**src/rtl/cpu_core_param_pkg.sv**
```systemverilog
// cpu_core_param_pkg
// Shared definitions for the parametrised accumulator core: FSM state
// encodings, 4-bit opcode constants and the decode helper that tells
// whether an opcode is followed by an operand word.
package cpu_core_param_pkg;

    typedef enum logic [1:0] {
        ST_FETCH   = 2'd0,
        ST_OPERAND = 2'd1,
        ST_EXEC    = 2'd2,
        ST_HALT    = 2'd3
    } state_t;

    localparam logic [3:0] OP_NOP = 4'h0;
    localparam logic [3:0] OP_LDA = 4'h1;
    localparam logic [3:0] OP_LDB = 4'h2;
    localparam logic [3:0] OP_ADD = 4'h3;
    localparam logic [3:0] OP_SUB = 4'h4;
    localparam logic [3:0] OP_STA = 4'h5;
    localparam logic [3:0] OP_OUT = 4'h6;
    localparam logic [3:0] OP_JMP = 4'h7;
    localparam logic [3:0] OP_JZ  = 4'h8;
    localparam logic [3:0] OP_JC  = 4'h9;
    localparam logic [3:0] OP_LDI = 4'hA;
    localparam logic [3:0] OP_JNZ = 4'hB;
    localparam logic [3:0] OP_HLT = 4'hF;

    // True for opcodes that consume one operand word following the opcode.
    function automatic logic has_operand(input logic [3:0] op);
        case (op)
            OP_LDA, OP_LDB, OP_STA, OP_JMP,
            OP_JZ, OP_JC, OP_LDI, OP_JNZ: return 1'b1;
            default:                      return 1'b0;
        endcase
    endfunction

endpackage

```
**src/rtl/cpu_core_param_alu_flags.sv**
```systemverilog
// cpu_alu_flags
// Combinational add/subtract unit with carry and zero flags.
// Ports:
//   a, b    : operands (WIDTH bits)
//   sub     : 0 = a+b, 1 = a-b
//   result  : arithmetic result modulo 2^WIDTH
//   carry   : carry out on add; "no borrow" (a >= b) on subtract
//   zero    : result == 0
module cpu_alu_flags #(
    parameter int WIDTH = 8
) (
    input  logic [WIDTH-1:0] a,
    input  logic [WIDTH-1:0] b,
    input  logic             sub,
    output logic [WIDTH-1:0] result,
    output logic             carry,
    output logic             zero
);

    logic [WIDTH:0]   sum;
    logic [WIDTH-1:0] b_eff;

    // Subtraction is a + ~b + 1, so the carry out is set exactly when no
    // borrow occurs.
    always_comb begin
        b_eff = sub ? ~b : b;
        sum   = {1'b0, a} + {1'b0, b_eff} + {{WIDTH{1'b0}}, sub};
    end

    assign result = sum[WIDTH-1:0];
    assign carry  = sum[WIDTH];
    assign zero   = (sum[WIDTH-1:0] == '0);

endmodule

```
**src/rtl/cpu_core_param.sv**
```systemverilog
// cpu_core_param
// Multi-cycle accumulator CPU with a point-to-point memory port that
// accepts wait states, registered carry/zero flags and a handshaked output.
// Ports:
//   clk, reset            : rising-edge clock, async active-high reset
//   mem_addr/mem_rd/mem_wr: memory request, held while mem_ready=0
//   mem_wdata             : store data (always A)
//   mem_rdata/mem_ready   : read data and access completion
//   out_data/out_valid    : value produced by OUT
//   out_ready             : consumer accepts out_data
//   halted                : core executed HLT
//   pc                    : program counter (debug view)
//   dbg_state             : current FSM state (debug view)
//
// Output handshake: out_data is transferred on any rising edge where
// out_valid & out_ready are both 1; out_valid and out_data hold steady
// until that edge, and the handshake keeps running while halted.
module cpu_core_param
    import cpu_core_param_pkg::*;
#(
    parameter int          DATA_WIDTH = 8,
    parameter int          ADDR_WIDTH = 8,
    parameter int unsigned PC_RESET   = 0
) (
    input  logic                  clk,
    input  logic                  reset,
    output logic [ADDR_WIDTH-1:0] mem_addr,
    output logic                  mem_rd,
    output logic                  mem_wr,
    output logic [DATA_WIDTH-1:0] mem_wdata,
    input  logic [DATA_WIDTH-1:0] mem_rdata,
    input  logic                  mem_ready,
    output logic [DATA_WIDTH-1:0] out_data,
    output logic                  out_valid,
    input  logic                  out_ready,
    output logic                  halted,
    output logic [ADDR_WIDTH-1:0] pc,
    output logic [1:0]            dbg_state
);

    state_t                state_q;
    logic [ADDR_WIDTH-1:0] pc_q;
    logic [DATA_WIDTH-1:0] a_q;
    logic [DATA_WIDTH-1:0] b_q;
    // Only the opcode nibble of IR is kept; the upper IR bits carry no meaning.
    logic [3:0]            op_q;
    logic [DATA_WIDTH-1:0] opr_q;
    logic                  c_q;
    logic                  z_q;
    logic [DATA_WIDTH-1:0] out_data_q;
    logic                  out_valid_q;

    logic [ADDR_WIDTH-1:0] opr_addr;
    logic [ADDR_WIDTH-1:0] pc_inc;
    logic [DATA_WIDTH-1:0] alu_result;
    logic                  alu_carry;
    logic                  alu_zero;
    logic                  jump_taken;
    logic                  mem_rd_d;
    logic                  mem_wr_d;
    logic [ADDR_WIDTH-1:0] mem_addr_d;

    assign opr_addr = opr_q[ADDR_WIDTH-1:0];
    assign pc_inc   = pc_q + ADDR_WIDTH'(1);

    cpu_alu_flags #(
        .WIDTH (DATA_WIDTH)
    ) u_alu (
        .a      (a_q),
        .b      (b_q),
        .sub    (op_q == OP_SUB),
        .result (alu_result),
        .carry  (alu_carry),
        .zero   (alu_zero)
    );

    // Conditional jumps look at flags left behind by earlier instructions.
    always_comb begin
        jump_taken = 1'b0;
        case (op_q)
            OP_JMP:  jump_taken = 1'b1;
            OP_JZ:   jump_taken = z_q;
            OP_JC:   jump_taken = c_q;
            OP_JNZ:  jump_taken = ~z_q;
            default: jump_taken = 1'b0;
        endcase
    end

    // Memory requests decode from registered state only, so they stay
    // stable across wait cycles. Read and write are mutually exclusive.
    always_comb begin
        mem_rd_d   = 1'b0;
        mem_wr_d   = 1'b0;
        mem_addr_d = pc_q;
        case (state_q)
            ST_FETCH, ST_OPERAND: mem_rd_d = 1'b1;
            ST_EXEC: begin
                if (op_q == OP_LDA || op_q == OP_LDB) begin
                    mem_rd_d   = 1'b1;
                    mem_addr_d = opr_addr;
                end else if (op_q == OP_STA) begin
                    mem_wr_d   = 1'b1;
                    mem_addr_d = opr_addr;
                end
            end
            default: ;
        endcase
    end

    // Gating with reset kills an in-flight access the moment reset rises.
    assign mem_rd    = mem_rd_d & ~reset;
    assign mem_wr    = mem_wr_d & ~reset;
    assign mem_addr  = mem_addr_d;
    assign mem_wdata = a_q;
    assign out_data  = out_data_q;
    assign out_valid = out_valid_q;
    assign halted    = (state_q == ST_HALT);
    assign pc        = pc_q;
    assign dbg_state = state_q;

    always_ff @(posedge clk or posedge reset) begin
        if (reset) begin
            state_q     <= ST_FETCH;
            pc_q        <= ADDR_WIDTH'(PC_RESET);
            a_q         <= '0;
            b_q         <= '0;
            op_q        <= '0;
            opr_q       <= '0;
            c_q         <= 1'b0;
            z_q         <= 1'b0;
            out_data_q  <= '0;
            out_valid_q <= 1'b0;
        end else begin
            // Acceptance clears valid; a capture below in the same cycle wins.
            if (out_valid_q && out_ready) begin
                out_valid_q <= 1'b0;
            end

            case (state_q)
                ST_FETCH: begin
                    if (mem_ready) begin
                        op_q    <= mem_rdata[3:0];
                        pc_q    <= pc_inc;
                        state_q <= has_operand(mem_rdata[3:0]) ? ST_OPERAND : ST_EXEC;
                    end
                end

                ST_OPERAND: begin
                    if (mem_ready) begin
                        opr_q   <= mem_rdata;
                        pc_q    <= pc_inc;
                        state_q <= ST_EXEC;
                    end
                end

                ST_EXEC: begin
                    state_q <= ST_FETCH;
                    case (op_q)
                        OP_LDA: begin
                            if (mem_ready) begin
                                a_q <= mem_rdata;
                                z_q <= (mem_rdata == '0);
                            end else begin
                                state_q <= ST_EXEC;
                            end
                        end
                        OP_LDB: begin
                            if (mem_ready) begin
                                b_q <= mem_rdata;
                            end else begin
                                state_q <= ST_EXEC;
                            end
                        end
                        OP_STA: begin
                            if (!mem_ready) begin
                                state_q <= ST_EXEC;
                            end
                        end
                        OP_ADD, OP_SUB: begin
                            a_q <= alu_result;
                            c_q <= alu_carry;
                            z_q <= alu_zero;
                        end
                        OP_LDI: begin
                            a_q <= opr_q;
                            z_q <= (opr_q == '0);
                        end
                        OP_JMP, OP_JZ, OP_JC, OP_JNZ: begin
                            if (jump_taken) begin
                                pc_q <= opr_addr;
                            end
                        end
                        OP_OUT: begin
                            // Wait for the previous value to drain before capturing.
                            if (!out_valid_q) begin
                                out_data_q  <= a_q;
                                out_valid_q <= 1'b1;
                            end else begin
                                state_q <= ST_EXEC;
                            end
                        end
                        OP_HLT:  state_q <= ST_HALT;
                        default: ;  // NOP and illegal opcodes C-E
                    endcase
                end

                ST_HALT: state_q <= ST_HALT;

                default: state_q <= ST_FETCH;
            endcase
        end
    end

endmodule

```
**config.mk**
```make
export PLATFORM = sky130hd
export DESIGN_NAME = cpu_core_param
export DESIGN_NICKNAME = d
export VERILOG_FILES = /design/src/rtl/cpu_core_param_pkg.sv /design/src/rtl/cpu_core_param_alu_flags.sv /design/src/rtl/cpu_core_param.sv
export SDC_FILE = /design/constraint.sdc
export NUM_CORES = 1
export LEC_CHECK = 0
export CORE_MARGIN = 2
export CORE_UTILIZATION = 25
export CTS_BUF_LIST = sky130_fd_sc_hd__clkbuf_4 sky130_fd_sc_hd__clkbuf_8 sky130_fd_sc_hd__clkbuf_16
export DETAILED_ROUTE_END_ITERATION = 8
export GPL_ROUTABILITY_DRIVEN = 0
export GPL_TIMING_DRIVEN = 0
export SLEW_MARGIN = 20
export SYNTH_ARGS = -nofsm -noshare
export SYNTH_HDL_FRONTEND = slang
export SYNTH_SLANG_ARGS = --single-unit
```
**constraint.sdc**
```tcl
create_clock -name clk -period 3.3 [get_ports clk]
set_input_delay 0.66 -clock clk [delete_from_list [all_inputs] [get_ports clk]]
set_output_delay 0.66 -clock clk [all_outputs]
set_load 0.02 [all_outputs]
```
==> results.cfg, run 1 <==
[sta]
period_share_pct = 95.6
hold_viol = 0
finalCriticalPeriod_ns = 3.15
setup_ws_ns = 0.146
clock.fmax_ghz = 0.317
holdWs_ns = 0.504
setup_viol = 0
worst_pin_slew_ns = 0.862
rsz0062_at_grt = no
fin_skew_ns = 0.00754
drv_slew = 0
slew_headroom_pct = 42.5

[final_layout]
syn_to_final_growth_pct = 29.6
n_antenna_cell = 0
drive_gt1_share_pct = 13.5
nets = 394
nFillCells = 1206

[clock_tree]
cts_tree = yes
clock_path_buffers = 2
cts_buffers = 5
cts.sinks = 49
cts-root-buf = clkbuf_16
ctsHtreeMaxLevel = 2
cts.hold.buffers_added = 0
cts_setup_buffers = 0
clk_pin_slew_ns = 0.07
clock_latency_ns = 0.29
cts_resized = 4

[synthesis]
synth_area_leader_cell = dfrtp_1
netlist-cell-type-count = 51
yosys_warnings = 0
synth_area_leaders = dfrtp_1, mux2_2, ha_1, o21ai_0, nand2_1
ys_top_cells_by_count = dfrtp_1, mux2_2, nand2_1, o21ai_0, nor2_1
synthCells = 315
synthArstFlopShare_pct = 100
yosys_register_bits = 49
synth.avg_cell_area_sq_um = 9.52
synth_nets = 338
synth_area_sq_um = 3000
ys_seq_area_share_pct = 40.9
synth-edff-count = 0
ys.flop_type = dfrtp_1
post-synth-top-count-cell = dfrtp_1
synth_top_area_share_pct = 40.9

[route]
num_vias = 2696
drc = 0
routed_wl_mm = 8.27
drt_iter0_markers = 238
first_pass_iters = 4
via_per_inst = 5.20
ant_nets = 0
wire_per_inst_um = 16.0

[global_route]
grt_use_total_pct = 13.3
grt_pass1_vias = 2655
grt_max_degree = 32
grt_pass1_wl_mm = 13.6
antenna_found_initial = 0
grt_overflow = 0

[die]
dieArea_sq_um = 12900
fp.coreArea_sq_um = 11900
die_y_um = 114
start_util_pct = 25.3
rows = 40
die_w_um = 114
io_pins = 50

[power_and_ir_drop]
p_seq_share_pct = 26.5
swShare_pct = 45.5
power_density_nw_per_um2 = 1200
report.power.total_w = 0.00467
vdd_drop_max_mv = 0.492
p_int_w = 0.00254
switchingPower_w = 0.00212
clkPwrFrac_pct = 12.4
power_leakage_nw = 1.61
combPwrFrac_pct = 61.1

[flow_run]
drv_cap = 0

[worst_setup_path]
cp.required_ns = 2.64
reg2regPathDepth = 10
startpoint_type = input pin
worstPathArrival_ns = 2.49
path_class = input pin to output port
cp_max_fo = 31
cp-end-kind = output port

[placed_design]
placement.io_buffers = 49
place_ws_ns = -0.0885
hpwl_mm = 6.14

[status]
outcome = completed

[min_path]
worstHoldPathCells = 1
min_path_type = register to register
==> state kept, by name, indices dropped and copies added (netlist names) <==
register	flops
pc	8
mem_wdata	8
z_q	1
c_q	1
b_q	8
op_q	4
out_valid	1
dbg_state	2
opr_addr	8
out_data	8
==> metal layers <==
layer  track usage (%)  wire (um)
met5                 0          0
met4              4.47        202
met3              2.92        466
met2              21.2       3840
met1              17.8       3760
==> through the flow <==
step	instances	setup TNS (ns)	util [%]	area (sq um)
2_1_floorplan	315	0	-	3000
3_3_place_gp	511	-1.01	31.0	3670
3_5_place_dp	512	-0.0885	31.1	3690
4_1_cts	518	0	32.5	3860
5_1_grt	518	0	32.8	3890
6_report	518	0	32.8	3890
==> cells by family after synthesis <==
logic type               after synthesis  share of synthesized area, %
multiplexers                          29                          10.8
flip-flops                            49                          40.9
XOR/XNOR                              13                          3.80
AND/OR/NAND/NOR                       99                          16.6
AO/OA/AOI/OAI                         90                          19.7
adder cells (fa/ha/maj)               11                          4.84
buffers and inverters                 24                          3.34
==> critical path: stages <==
cell	delay (ns)
clkdlybuf4s50_1	0.47
clkinv_4	0.20
buf_12	0.23
nand3_1	0.09
nor3_1	0.19
clkdlybuf4s50_1	0.64
==> final timing paths <==
| kind | to | slack [ns] | startpoint |
|---|---|---|---|
| worst max-delay path | mem_wr | 0.15 | reset |
| worst min-delay path | out_data[2] | 0.50 | out_data[2] |
| worst max register to register | z_q | 0.24 | op_q[3] |
| worst min register to register | out_data[2] | 0.50 | out_data[2] |
| max in group asynchronous | mem_wdata[2] | 2.20 | reset |
| min in group asynchronous | dbg_state[0] | 0.67 | reset |
==> final cells by class <==
type	instances	area, sq um	share of cell area [%]
clock buffer	5	125	3.22
timing repair buffer	50	523	13.5
clock inverter	2	35.0	0.901
inverter	10	42.5	1.09
tap	147	184	4.73
sequential	49	1230	31.5
buffer	13	70.1	1.80
multi-input combinational	242	1680	43.3
==> cells in the final DEF (no fill, tap or decap), types with 4 or more instances in the layout <==
cell	n
a21oi_1	17
a22oi_1	8
a31oi_1	7
and3_1	4
clkbuf_1	7
clkbuf_16	5
clkdlybuf4s50_1	44
dfrtp_1	49
dlymetal6s2s_1	5
ha_1	10
inv_1	9
mux2_2	28
nand2_1	26
nand2b_1	5
nand3_1	8
nor2_1	21
nor2b_1	5
nor3_1	11
o21ai_0	23
o21bai_1	5
o22ai_1	6
o31ai_1	5
xnor2_1	11
==> power by group through the flow <==
stage / clock network, W / logic (W) / registers [W]
2_1_floorplan: 0 / 0.00176 / 0.00133
3_3_place_gp: 0 / 0.00276 / 0.00123
3_5_place_dp: 0 / 0.00280 / 0.00125
4_1_cts: 0.000594 / 0.00282 / 0.00124
5_1_grt: 0.000617 / 0.00311 / 0.00130
6_report: 0.000578 / 0.00285 / 0.00124
(Power assumes the default switching activity.)
==> inputs of run 2 (changes only) <==
--- a/config.mk
+++ b/config.mk
@@ -6,12 +6,13 @@
 export NUM_CORES = 1
 export LEC_CHECK = 0
 export CORE_MARGIN = 2
-export CORE_UTILIZATION = 25
+export CORE_UTILIZATION = 50
 export CTS_BUF_LIST = sky130_fd_sc_hd__clkbuf_4 sky130_fd_sc_hd__clkbuf_8 sky130_fd_sc_hd__clkbuf_16
 export DETAILED_ROUTE_END_ITERATION = 8
 export GPL_ROUTABILITY_DRIVEN = 0
 export GPL_TIMING_DRIVEN = 0
-export SLEW_MARGIN = 20
+export PLACE_DENSITY = 0.76
+export SLEW_MARGIN = 40
 export SYNTH_ARGS = -nofsm -noshare
 export SYNTH_HDL_FRONTEND = slang
 export SYNTH_SLANG_ARGS = --single-unit
==> results.cfg, run 2 (synthesized netlist as in run 1, its figures left out) <==
[status]
outcome = completed

[route]
wire_per_inst_um = 17.1
via_per_inst = 5.99
routed_wl_mm = 7.66
first_pass_iters = 4
num_vias = 2679
drt_iter0_markers = 115
drc = 0
ant_nets = 0

[placed_design]
hpwl_mm = 5.69
placement.io_buffers = 49
dp.cells = 440

[clock_tree]
clock_latency_ns = 0.31
cts_tree = yes
cts.sinks = 49
clk_pin_slew_ns = 0.09
clock_path_buffers = 2
cts_setup_buffers = 0
cts_buffers = 5
ctsHtreeMaxLevel = 2
cts-root-buf = clkbuf_8

[power_and_ir_drop]
combPwrFrac_pct = 63.9
p_seq_share_pct = 27.7
report.power.total_w = 0.00445
swShare_pct = 46.7
switchingPower_w = 0.00208
p_int_w = 0.00237
power_leakage_nw = 1.55
power_density_nw_per_um2 = 1200
vdd_drop_max_mv = 0.578
clkPwrFrac_pct = 8.4

[die]
dieArea_sq_um = 6630
start_util_pct = 51.3
die_w_um = 81.5
fp.coreArea_sq_um = 5850
rows = 28
io_pins = 50
die_y_um = 81.5

[global_route]
grt_max_degree = 28
grt_pass1_vias = 2695
grt_use_total_pct = 25.1
antenna_found_initial = 0
grt_pass1_wl_mm = 12.9
grt_overflow = 0

[worst_setup_path]
cp-end-kind = output port
path_cells = buf_2 -> nor2b_1 -> o21bai_1 -> nor2_1 -> clkbuf_4 -> mux2_2 -> clkdlybuf4s50_1
worstPathArrival_ns = 2.50
crit_buf_inv = 3
cp_max_fo = 10
cp_top_family = buffers and inverters
reg2regPathDepth = 10
cp.required_ns = 2.64
critPathSlowestCell = clkdlybuf4s50_1
path_class = register to output port
r2r_start = op_q[0]
cpPeakStageDelay_ns = 0.53
r2r_end = mem_wdata[5]
reg2reg_slack_ns = 0.17
startpoint_type = register

[sta]
finalCriticalPeriod_ns = 3.16
hold_viol = 0
fin_skew_ns = 0.00676
setup_viol = 0
period_share_pct = 95.7
drv_slew = 0
clock.fmax_ghz = 0.317
setup_tns_ns = 0
worst_pin_slew_ns = 0.553
slew_headroom_pct = 63.0

[final_layout]
nFillCells = 487
fin_cells = 447
mostFrequentLayoutCells = dfrtp_1, clkdlybuf4s50_1, mux2_2
drive_gt1_share_pct = 13.7
layout_commonest_cell = dfrtp_1
nets = 394
n_antenna_cell = 0
syn_to_final_growth_pct = 23.9

[min_path]
worstHoldStart = out_data[5]
worstHoldPathCells = 1
min_path_type = register to register
worstHoldEndpoint = out_data[5]

[flow_run]
drv_cap = 0
[run 2: changes by cell type in the layout (fill, tap and decap cells not counted), moves of 2 or more]
cell             previous run  this run
clkbuf_8                    0         5
clkdlybuf4s50_1            44        47
buf_2                       1         3
dlymetal6s2s_1              5         2
clkbuf_16                   5         0
[run 2: cell type report]
class | instances | area, sq um | share of cell area (%)
plain buffers | 12 | 60.1 | 1.62
flip-flops and latches | 49 | 1230 | 33.0
well taps | 75 | 93.8 | 2.52
repair buffers | 51 | 520 | 14.0
clock buffers | 8 | 91.3 | 2.46
inverters | 10 | 42.5 | 1.14
multi-input cells | 242 | 1680 | 45.2
[run 2: what timing repair did]
action	CTS	global route
pin swaps	0	1
resized for setup	2	10
endpoints found under the setup margin	7	10
hold buffers	0	0
[run 2: worst max path at each step]
stage / start / to / cells after the start
floorplan: reset / mem_wr / 3
global placement: reset / mem_wr / 5
detailed placement: reset / mem_wr / 6
CTS: dbg_state[0] / mem_addr[0] / 7
global route: op_q[2] / mem_addr[6] / 7
finish: op_q[1] / mem_addr[3] / 7
[run 2: power groups by stage]
stage / Combinational [W] / Sequential [W] / Clock [W]
2_1_floorplan: 0.00176 / 0.00133 / 0
3_3_place_gp: 0.00272 / 0.00120 / 0
3_5_place_dp: 0.00280 / 0.00122 / 0
4_1_cts: 0.00281 / 0.00122 / 0.000374
5_1_grt: 0.00313 / 0.00129 / 0.000401
6_report: 0.00285 / 0.00124 / 0.000372
[run 2: metrics by stage]
step / hold slack (ns) / util (%) / setup slack, ns / cell area, sq um
floorplan: 0.470 / - / 0.294 / 3000
global placement: 0.486 / 61.2 / -0.901 / 3580
detailed placement: 0.493 / 61.6 / 0.0940 / 3610
CTS: 0.513 / 63.2 / 0.0192 / 3700
global route: 0.520 / 63.5 / -0.00689 / 3720
finish: 0.510 / 63.5 / 0.141 / 3720
[run 2: routing by layer]
metal	GRT usage (%)	part of all wire [%]	vias up
met5	0	0	-
met4	7.12	0.82	0
met3	4.84	5.9	8
met2	42.1	49	103
met1	33.1	44	1298
li1	-	-	1270
==> inputs of run 3 (changes only) <==
--- a/config.mk
+++ b/config.mk
@@ -5,13 +5,14 @@
 export SDC_FILE = /design/constraint.sdc
 export NUM_CORES = 1
 export LEC_CHECK = 0
-export CORE_MARGIN = 2
-export CORE_UTILIZATION = 50
+export CORE_MARGIN = 5
+export CORE_UTILIZATION = 48
 export CTS_BUF_LIST = sky130_fd_sc_hd__clkbuf_4 sky130_fd_sc_hd__clkbuf_8 sky130_fd_sc_hd__clkbuf_16
 export DETAILED_ROUTE_END_ITERATION = 8
 export GPL_ROUTABILITY_DRIVEN = 0
 export GPL_TIMING_DRIVEN = 0
 export PLACE_DENSITY = 0.76
+export RECOVER_POWER = 50
 export SLEW_MARGIN = 40
 export SYNTH_ARGS = -nofsm -noshare
 export SYNTH_HDL_FRONTEND = slang
==> constraint.sdc (replaced) <==
create_clock -name clk -period 2.9 [get_ports clk]
set_input_delay 0.58 -clock clk [delete_from_list [all_inputs] [get_ports clk]]
set_output_delay 0.58 -clock clk [all_outputs]
set_load 0.02 [all_outputs]
==> results.cfg, run 3 (synthesized netlist as in run 1, its figures left out) <==
[status]
outcome = finished with violations
violations = negative setup slack

[route]
routed_wl_mm = 8.15
drt_iter0_markers = 177
ant_nets = 0
wire_per_inst_um = 17.8
via_per_inst = 5.93
drc = 0
first_pass_iters = 5
num_vias = 2722

[die]
die_y_um = 89.0
rows = 28
start_util_pct = 50.1
dieArea_sq_um = 7930
die_w_um = 89.0
io_pins = 50
fp.coreArea_sq_um = 5990

[worst_setup_path]
cp_max_fo = 8
cp.required_ns = 3.11
startpoint_type = register
path_cells = or4b_4 -> buf_12 -> xnor2_2 -> ha_2 -> buf_4 -> o21ai_0 -> o21bai_1 -> a21oi_2 -> xnor2_1 -> nand4_1 -> o31ai_1
cp-startpoint = op_q[0]
r2r_end = z_q
cp-end-kind = register
r2r_start = op_q[0]
worstPathArrival_ns = 3.16
reg2regPathDepth = 11
critPathSlowestCell = or4b_4
reg2reg_slack_ns = -0.05
cp-endpoint = z_q
path_class = register to register
cpPeakStageDelay_ns = 0.56

[sta]
slew_headroom_pct = 40.2
holdWs_ns = 0.508
period_share_pct = 102
fin_skew_ns = 0.00829
rsz0062_at_grt = yes
worst_pin_slew_ns = 0.897
clock.fmax_ghz = 0.339
drv_slew = 0
finalCriticalPeriod_ns = 2.95
setup_ws_ns = -0.0465
setup_viol = 1
hold_viol = 0

[final_layout]
mostFrequentLayoutCells = dfrtp_1, mux2_2, clkdlybuf4s50_1
nets = 406
drive_gt1_share_pct = 21.6
layout_commonest_cell = dfrtp_1
n_antenna_cell = 0
finish.utilization_pct = 65.6
syn_to_final_growth_pct = 31.1

[power_and_ir_drop]
power_leakage_nw = 1.68
combPwrFrac_pct = 68.2
power_density_nw_per_um2 = 1450
p_int_w = 0.00304
swShare_pct = 46.6
vdd_drop_max_mv = 0.835
clkPwrFrac_pct = 7.2
p_seq_share_pct = 24.6
switchingPower_w = 0.00265
report.power.total_w = 0.00569

[flow_run]
drv_cap = 0

[global_route]
antenna_found_initial = 0
grt_pass1_wl_mm = 13.0
grt_max_degree = 44
grt_use_total_pct = 20.8
grt_pass1_vias = 2613
grt_overflow = 0

[clock_tree]
ctsHtreeMaxLevel = 2
clock_latency_ns = 0.31
cts-root-buf = clkbuf_8
cts_tree = yes
clock_path_buffers = 2
cts_buffers = 5
cts.sinks = 49
clk_pin_slew_ns = 0.09
cts.hold.buffers_added = 0

[placed_design]
placement.io_buffers = 49
hpwl_mm = 5.67

[min_path]
min_path_type = register to register
-- run 3: worst min path at each step --
stage,to,slack (ns),startpoint,cells past startpoint
after global placement,out_data[6],0.49,out_data[6],1
after CTS,out_data[5],0.52,out_data[5],1
after floorplan,b_q[1],0.47,b_q[1],2
after detailed placement,out_data[2],0.50,out_data[2],1
after global routing,out_data[2],0.53,out_data[2],1
final,out_data[5],0.51,out_data[5],1
-- run 3: final cells by class --
| type | instances | area [sq um] |
|---|---|---|
| Fill cell | 478 | 2060 |
| Multi-Input combinational cell | 242 | 1800 |
| Sequential cell | 49 | 1230 |
| Timing Repair Buffer | 62 | 597 |
| Tap cell | 75 | 93.8 |
| Buffer | 13 | 85.1 |
| Clock buffer | 6 | 76.3 |
| Inverter | 10 | 40.0 |
| Clock inverter | 2 | 10.0 |
-- run 3: routing by layer --
layer  wire length [um]  part of all wire [%]  vias up  track usage [%]
li1                   -                     -     1296                -
met1               3610                    44     1291             28.6
met2               3860                    47      123             33.8
met3                554                   6.8       12             4.06
met4                121                   1.5        0             5.82
met5                  0                     0        -                0
-- run 3: power by group through the flow --
stage	clock network (W)	registers (W)	logic (W)
after floorplan	0	0.00151	0.00201
after global placement	0	0.00137	0.00310
after detailed placement	0	0.00139	0.00317
after CTS	0.000419	0.00137	0.00340
after global routing	0.000444	0.00145	0.00420
final	0.000409	0.00140	0.00388
-- run 3: stage by stage --
step                area (sq um)  setup slack [ns]  setup TNS [ns]  cells
floorplan                   3000            0.0541               0    315
global placement            3580             -1.17           -1.86    439
detailed placement          3610            -0.217           -1.24    440
CTS                         3770          0.000933               0    453
global route                3930            -0.158          -0.417    459
finish                      3930           -0.0465         -0.0465    459
-- run 3: worst max-delay path, delay by kind of cell (launching register included) --
family	cells	cell delay, ns
AO/OA/AOI/OAI	4	0.69
XOR/XNOR	2	0.37
adder cells (fa/ha/maj)	1	0.37
buffers and inverters	2	0.30
flip-flops	1	0.42
AND/OR/NAND/NOR	2	0.70
-- run 3: timing repair --
item                                    4_1_cts  5_1_grt
buffers inserted                              6        6
endpoints found under the setup margin       12       13
pin swaps                                     5       12
gates resized for setup                      25       27
